## config.mk

```make
export PLATFORM = sky130hd
export DESIGN_NAME = mux2_rr_arbiter
export DESIGN_NICKNAME = d
export VERILOG_FILES = /design/src/rtl/mux2_rr_arbiter_pkg.sv /design/src/rtl/mux2_rr_out_stage.sv /design/src/rtl/mux2_rr_arbiter.sv
export SDC_FILE = /design/constraint.sdc
export NUM_CORES = 1
export LEC_CHECK = 0
export CORE_UTILIZATION = 43
export DETAILED_ROUTE_END_ITERATION = 8
export PLACE_DENSITY = 0.78
export RECOVER_POWER = 50
export SLEW_MARGIN = 20
export SYNTH_ARGS = -nofsm -noshare
export SYNTH_HDL_FRONTEND = slang
export SYNTH_SLANG_ARGS = --single-unit
```

## constraint.sdc

```tcl
create_clock -name CLK -period 1.8 [get_ports CLK]
set_input_delay 0.45 -clock CLK [delete_from_list [all_inputs] [get_ports CLK]]
set_output_delay 0.45 -clock CLK [all_outputs]
set_load 0.005 [all_outputs]
```

## src/rtl/mux2_rr_arbiter_pkg.sv

```systemverilog
// Shared types and constants for the two-requester round-robin mux2 arbiter.
// Also covers the optional grant statistics enabled by MUX2_RR_ARBITER_STATS_EN.
package mux2_rr_arbiter_pkg;

    typedef enum logic [1:0] {
        IDLE = 2'd0,
        OWN0 = 2'd1,
        OWN1 = 2'd2
    } arb_state_e;

    localparam int BC_WIDTH = 4;
    localparam logic [BC_WIDTH-1:0] BC_MAX = '1;

    localparam int STATS_WIDTH = 16;
    localparam logic [STATS_WIDTH-1:0] STATS_SAT = 16'hFFFF;

    // Saturating increment so long-running counters stick at full scale
    function automatic logic [STATS_WIDTH-1:0] stats_inc(input logic [STATS_WIDTH-1:0] cnt);
        return (cnt == STATS_SAT) ? cnt : cnt + 1'b1;
    endfunction

endpackage

```

## src/rtl/mux2_rr_out_stage.sv

```systemverilog
// Single registered output slot holding the selected word and its source select.
// The slot is free when empty or when the consumer takes the word this cycle.
module mux2_rr_out_stage #(
    parameter int WIDTH = 8
) (
    input  logic             clk,
    input  logic             rst,
    input  logic             load,
    input  logic [WIDTH-1:0] load_data,
    input  logic             load_sel,
    input  logic             out_ready,
    output logic             slot_free,
    output logic             out_valid,
    output logic [WIDTH-1:0] out_data,
    output logic             out_sel
);

    logic [WIDTH:0] word_q;

    assign slot_free = !out_valid || out_ready;
    assign out_data  = word_q[WIDTH-1:0];
    assign out_sel   = word_q[WIDTH];

    // Data and select hold after a consume; only the valid flag drops
    always_ff @(posedge clk or posedge rst) begin
        if (rst) begin
            word_q    <= '0;
            out_valid <= 1'b0;
        end else if (load) begin
            word_q    <= {load_sel, load_data};
            out_valid <= 1'b1;
        end else if (out_ready) begin
            out_valid <= 1'b0;
        end
    end

endmodule

```

## src/rtl/mux2_rr_arbiter.sv

```systemverilog
// Round-robin arbiter with burst limit feeding a shared mux2 path into one output register.
// Define MUX2_RR_ARBITER_STATS_EN to add per-requester grant counters with a clear input.
module mux2_rr_arbiter
    import mux2_rr_arbiter_pkg::*;
#(
    parameter int WIDTH     = 8,
    parameter int MAX_BURST = 4
) (
    input  logic                   CLK,
    input  logic                   RST,
    input  logic                   REQ0_VALID,
    input  logic [WIDTH-1:0]       REQ0_DATA,
    output logic                   REQ0_READY,
    input  logic                   REQ1_VALID,
    input  logic [WIDTH-1:0]       REQ1_DATA,
    output logic                   REQ1_READY,
    output logic                   OUT_VALID,
    output logic [WIDTH-1:0]       OUT_DATA,
    output logic                   OUT_SEL,
`ifdef MUX2_RR_ARBITER_STATS_EN
    input  logic                   OUT_READY,
    input  logic                   STATS_CLR,
    output logic [STATS_WIDTH-1:0] GNT0_CNT,
    output logic [STATS_WIDTH-1:0] GNT1_CNT
`else
    input  logic                   OUT_READY
`endif
);

    localparam logic [BC_WIDTH-1:0] BURST_LIMIT = BC_WIDTH'(MAX_BURST);

    arb_state_e          state, state_next;
    logic [BC_WIDTH-1:0] bc, bc_next;
    logic                slot_free;
    logic                grant;
    logic                transfer;
    logic                burst_left;
    logic                grant_is_owner;
    logic [WIDTH-1:0]    sel_data;

    assign burst_left = bc < BURST_LIMIT;

    // Contention goes to the current owner until its burst allowance runs out
    always_comb begin
        grant = 1'b0;
        if (REQ0_VALID && REQ1_VALID) begin
            case (state)
                OWN0:    grant = !burst_left;
                OWN1:    grant = burst_left;
                default: grant = 1'b0;
            endcase
        end else if (REQ1_VALID) begin
            grant = 1'b1;
        end
    end

    assign transfer       = slot_free && (grant ? REQ1_VALID : REQ0_VALID);
    assign REQ0_READY     = !RST && transfer && !grant;
    assign REQ1_READY     = !RST && transfer && grant;
    assign sel_data       = grant ? REQ1_DATA : REQ0_DATA;
    assign grant_is_owner = (grant && state == OWN1) || (!grant && state == OWN0);

    always_comb begin
        state_next = state;
        bc_next    = bc;
        if (transfer) begin
            if (grant_is_owner) begin
                bc_next = (bc == BC_MAX) ? bc : bc + 1'b1;
            end else begin
                state_next = grant ? OWN1 : OWN0;
                bc_next    = BC_WIDTH'(1);
            end
        end else if (!REQ0_VALID && !REQ1_VALID) begin
            state_next = IDLE;
            bc_next    = '0;
        end
    end

    always_ff @(posedge CLK or posedge RST) begin
        if (RST) begin
            state <= IDLE;
            bc    <= '0;
        end else begin
            state <= state_next;
            bc    <= bc_next;
        end
    end

    mux2_rr_out_stage #(
        .WIDTH(WIDTH)
    ) u_out_stage (
        .clk       (CLK),
        .rst       (RST),
        .load      (transfer),
        .load_data (sel_data),
        .load_sel  (grant),
        .out_ready (OUT_READY),
        .slot_free (slot_free),
        .out_valid (OUT_VALID),
        .out_data  (OUT_DATA),
        .out_sel   (OUT_SEL)
    );

`ifdef MUX2_RR_ARBITER_STATS_EN
    // A clear in the same cycle as a transfer wins over the increment
    always_ff @(posedge CLK or posedge RST) begin
        if (RST) begin
            GNT0_CNT <= '0;
            GNT1_CNT <= '0;
        end else if (STATS_CLR) begin
            GNT0_CNT <= '0;
            GNT1_CNT <= '0;
        end else if (transfer) begin
            if (grant) begin
                GNT1_CNT <= stats_inc(GNT1_CNT);
            end else begin
                GNT0_CNT <= stats_inc(GNT0_CNT);
            end
        end
    end
`else
`endif

endmodule

```

# ---- Word level (Yosys, flattened, before mapping)
# Index checks and enable logic that the tools add are counted.
dict set report totals {
  n_memories 0
  word_cells 46
  latch_bits 0
  register_bits 16
  output_inout_bits 12
  input_bits 21
  ram_bits 0
  rom_bits 0
}
dict set report op_classes {
  n_mul 0
  order_cmp 1
  muxes 15
  bitwise 0
  shifts 0
  add_sub_neg 1
  div 0
  n_reduce_logical 20
  n_eq_ne 5
}
# cell n
set ops {}
lappend ops {{4-bit 2-to-1 mux} 4}
lappend ops {{1-bit logical AND} 8}
lappend ops {{2-bit 2-to-1 mux} 4}
lappend ops {{8-bit 2-to-1 mux} 1}
lappend ops {{1-bit zero test} 6}
lappend ops {{1-bit 2-to-1 mux} 5}
lappend ops {{4-bit by 1-bit adder with 4-bit output, second input constant} 1}
lappend ops {{4-bit == test, second input constant} 1}
lappend ops {{4-bit by 3-bit < comparator with 1-bit output, second input constant} 1}
lappend ops {{2-bit AND reduction} 2}
lappend ops {{2-bit nonzero test} 2}
lappend ops {{3-bit inequality test, second input constant} 1}
lappend ops {{2-bit by 1-bit == test with 1-bit output, second input constant} 1}
lappend ops {{2-bit == test, second input constant} 1}
lappend ops {{1-bit logical OR} 2}
lappend ops {{2-bit inequality test, second input constant} 1}
lappend ops {{1-bit one-hot mux with 2 select lines} 1}

# ---- Depth between registers and ports, before layout
dict set report logic_depth {
  depth_word 9
  depth_mapped 5
}

# ---- Hierarchy
# From an unflattened synthesis, not the netlist that was laid out.
dict set report unflattened {
  hier_cells 88
  area_unflattened_um2 1028.5
}
# module area_each_um2 n_inst seq_area_each_um2 cells_each
set modules_own_cells {}
lappend modules_own_cells {mux2_rr_arbiter 615.6 1 150.1 65}
lappend modules_own_cells {mux2_rr_out_stage 412.9 1 250.2 23}

# ---- Worst setup path before layout
# OpenSTA, ideal clock, no wires.
dict set report synth_timing {
  kind {flip-flop to output port}
  startpoint {reg state[1]}
  endpoint {out REQ1_READY}
  setup_slack_ns 0.195
  stages_incl_launch_ff 5
  arrival_ns 1.155
  required_ns 1.350
  cell_sequence {dfrtp_1 -> nand2b_1 -> o21ai_0 -> o21ai_0 -> nor3_1}
}
dict set report synth_via {
  elab_chain_cells 7
}
# element line_no
set synth_rtl {}
lappend synth_rtl {{from (decl)} mux2_rr_arbiter.sv:32} ;# arb_state_e state, state_next;
lappend synth_rtl {{from (signal assigned)} mux2_rr_arbiter.sv:84} ;# state <= state_next;
lappend synth_rtl {{2-bit == test or 2-bit by 1-bit == test with 1-bit output (tied branches)} mux2_rr_arbiter.sv:47} ;# case (state)
lappend synth_rtl {{1-bit one-hot mux with 2 select lines (*)} mux2_rr_arbiter.sv:47}
lappend synth_rtl {{1-bit 2-to-1 mux (*)} mux2_rr_arbiter.sv:46} ;# if (REQ0_VALID && REQ1_VALID) begin
lappend synth_rtl {{1-bit 2-to-1 mux} mux2_rr_arbiter.sv:57} ;# assign transfer = slot_free && (grant ? REQ1_VALID : REQ0_VALID);
lappend synth_rtl {{1-bit logical AND} mux2_rr_arbiter.sv:57}
lappend synth_rtl {{1-bit logical AND} mux2_rr_arbiter.sv:59} ;# assign REQ1_READY = !RST && transfer && grant;
lappend synth_rtl {{1-bit logical AND (*)} mux2_rr_arbiter.sv:59}
lappend synth_rtl {{to (decl)} mux2_rr_arbiter.sv:16} ;# output logic REQ1_READY,
# Mark *: on every way between the ends. The rest lies on a longest branch, timed or not.

# ---- Worst setup path in the final report
dict set report layout_timing {
  startpoint {reg state[0]}
  endpoint {out REQ1_READY}
}
# Same word-level chain as after synthesis.

==> impl_metrics.yaml <==
synthesis:
  async_flop_share_pct: 100.0
  synth_top_area_share_pct: 43.72
  yosys.cell_count.top_type: "dfrtp_1"
  netlist-cell-type-count: 34
  synth_area_leaders: "dfrtp_1 44%, a221o_1 8.7%, and2_1 5.5%"
  synth_common_cells: "16 x dfrtp_1, 8 x a221o_1, 8 x and2_1, 6 x a21oi_1, 6 x nor2_1"
  synth_sequential_area_ratio_pct: 43.72
  synth_nets: 114
  yosys_warnings: 0
  synth_ff_type: "dfrtp_1"
  mappedNetlistArea_sq_um: 915.9
  netlist_instances: 92
  post_synth.cell_area_avg_sq_um: 9.955
  synth_edf_count: 0
  synth_seq_cells: 16
  synthDominantAreaCellType: "dfrtp_1"
finish:
  finish.net_count: 173
  final_layout_size_suffix_gt1_share_pct: 30.00
  fillers: 146
  syn2layout_area_growth_pct: 66.80
  finalInstanceArea_sq_mm: 0.001528
  antenna_cells: 0
sta:
  maxSlewHeadroom_pct: 42.28
  clock-skew-final_ns: 0.003524
  timing.fmax_mhz: 524.2
  timing.hold.ws_ns: 0.4889
  setup_repair_after_global_routing_missed_its_margin: "true"
  timing.final.setup_violations: 5
  slew_viol_final: 0
  layout_setup_ws_ns: -0.1076
  timing.final.crit_share_pct: 106.0
  timing.final.hold_violations: 0
  final.min_clock_period_ns: 1.908
  worstMarginPinSlew_ns: 0.8658
placed_design:
  globalplace.congestion: 0.8695
  cell_area_after_placement_sq_mm: 0.001355
  dpl.hpwl_mm: 1.669
  pre_cts_slack_ns: -0.6156
  io_buffer_count: 32
critical_path:
  critical_path_class: "reg2out"
  arrival_ns: 1.46
  critPathMaxFanout: 3
  worstPathBufferInverterCount: 1
  critPathLaunchType: "flop"
  worst_path_max_delay_cell: "dfrtp_2"
  critical_path_required_ns: 1.35
  critical-path-top-delay-family: "simple AND/OR/NAND/NOR gates"
  critPathMaxStageDelay_ns: 0.45
  critical_path.endpoint_type: "primary output"
  worstPathCellList: "nor4b_4 -> o21ai_2 -> nor3_1 -> buf_2"
outcome:
  status: "finished with violations"
  failed_checks: "negative setup slack"
grt:
  grt-ovfl-total: 0
  grt.total_usage_pct: 23.00
  largest_net_degree_at_the_start_of_global_routing: 17
  vias_in_the_first_global_route: 852
  antenna_found_initial: 0
  grt_pass1_wl_mm: 3.657
drt:
  drt_iter0_markers: 22
  routed_wl_mm: 2.619
  routed_wire_length_per_instance_microns: 14.80
  drt_pass1_iterations: 4
  detail_route.vias_per_cell: 5.362
  drt.antenna.violating_nets: 0
  drc_errors: 0
  vias: 949
clock_network:
  clock_sinks: 16
  cts_root_buffer: "clkbuf_4"
  cts-buffers-inserted: 3
  cts_max_level: 1
  cts_tree: "done"
  insertion_delay_ns: 0.28
  clockBufferDepth: 2
  clk_pin_slew_worst_paths_ns: 0.09
die:
  core_area_sq_mm: 0.001982
  fp.dieH_microns: 48.15
  number_of_standard_cell_rows_in_the_floorplan: 16
  boundaryPins: 33
  fp.dieW_microns: 48.15
  starting_density_pct: 46.21
  die-area_sq_mm: 0.002318
pwr:
  leakagePower_uw: 0.0006644
  cellPowerDensity_mw_per_mm2: 703.4
  ir_worst_vdd_v: 0.0004541
flow_run:
  maxCapViolations: 0
hold_path:
  hp-class: "reg2reg"
-- stage by stage --
step	TNS (ns)	utilization (%)	std cells	power, uW
6_report	-0.3017	77.08	177	1075
5_1_grt	-0.7526	77.08	177	1149
4_1_cts	-0.2984	75.06	174	1067
3_5_place_dp	-4.866	68.37	162	791.8
3_3_place_gp	-4.145	68.37	162	782.4
2_1_floorplan	0	-	92	603.6
-- per-layer routing --
layer / vias up / track usage, % / routed length (microns)
met2: 38 / 39.20 / 1326
met1: 447 / 29.38 / 1126
met5: - / 0 / 0
met4: 0 / 6.667 / 8
met3: 2 / 4.815 / 157
li1: 462 / - / -
-- placed cells by master (no fill, tap or decap), types with 2 or more instances in the layout --
master,count
a211oi_1,2
a211oi_4,2
a21oi_1,6
a221o_1,8
and2_1,8
and3_1,3
buf_2,2
buf_4,19
buf_6,5
clkbuf_1,2
clkbuf_4,3
clkdlybuf4s50_1,27
dfrtp_1,13
dfrtp_2,3
dlygate4sd2_1,2
inv_1,3
nand2_1,5
nand2b_1,2
nand3_1,3
nor2_1,4
nor2_2,2
nor2b_1,2
nor3_1,2
o21ai_1,2
o21ai_2,2
o22ai_1,2
-- cell type report --
cell class                 count  area, sq um  area share, %
tap                           27        33.78          2.211
clock buffer                   4        36.28          2.375
inverter                       3        11.26         0.7371
timing repair buffer          58        514.2          33.66
sequential                    16        404.1          26.45
multi-input combinational     69        528.0          34.56
-- where the power goes --
part / switching (uW) / internal, uW
sequential: 36.1 / 409
clock: 110 / 123
combinational: 157 / 239
-- worst paths after layout --
kind | cells after the start | slack (ns) | endpoint | startpoint
min in group asynchronous | 3 | 0.89 | state[1]$_DFFE_PP0P_ | RST
min reg2reg | 1 | 0.49 | u_out_stage.word_q[8]$_DFFE_PP0P_ | u_out_stage.word_q[8]$_DFFE_PP0P_
min | 1 | 0.49 | u_out_stage.word_q[8]$_DFFE_PP0P_ | u_out_stage.word_q[8]$_DFFE_PP0P_
max in group asynchronous | 3 | 0.32 | bc[2]$_DFFE_PP0P_ | RST
max | 4 | -0.11 | REQ1_READY | state[0]$_DFFE_PP0P_
max reg2reg | 6 | -0.03 | u_out_stage.word_q[5]$_DFFE_PP0P_ | bc[3]$_DFFE_PP0P_
-- flip-flops by register name, indices dropped and copies added, names as in the netlist --
signal / flops
bc: 4
state: 2
u_out_stage.out_valid: 1
u_out_stage.word_q: 9
-- repair_timing --
| item | 4_1_cts | 5_1_grt |
|---|---|---|
| setup buffers | 8 | 4 |
| pin swaps | 13 | 10 |
| resized for setup | 21 | 12 |
| hold buffers | 0 | 0 |
| setup endpoints to repair | 5 | 12 |
-- logic make-up (layout without fill, tap and decap cells) --
| group | count (synthesis) | after routing | synth area share [%] |
|---|---|---|---|
| DFF | 16 | 16 | 43.72 |
| adders and majority gates | 1 | 1 | 1.366 |
| AOI/OAI and AO/OA | 31 | 31 | 27.05 |
| buffers and inverters | 7 | 65 | 4.234 |
| and+or+nand+nor | 37 | 37 | 23.63 |
Power figures use the tool's default switching activity.
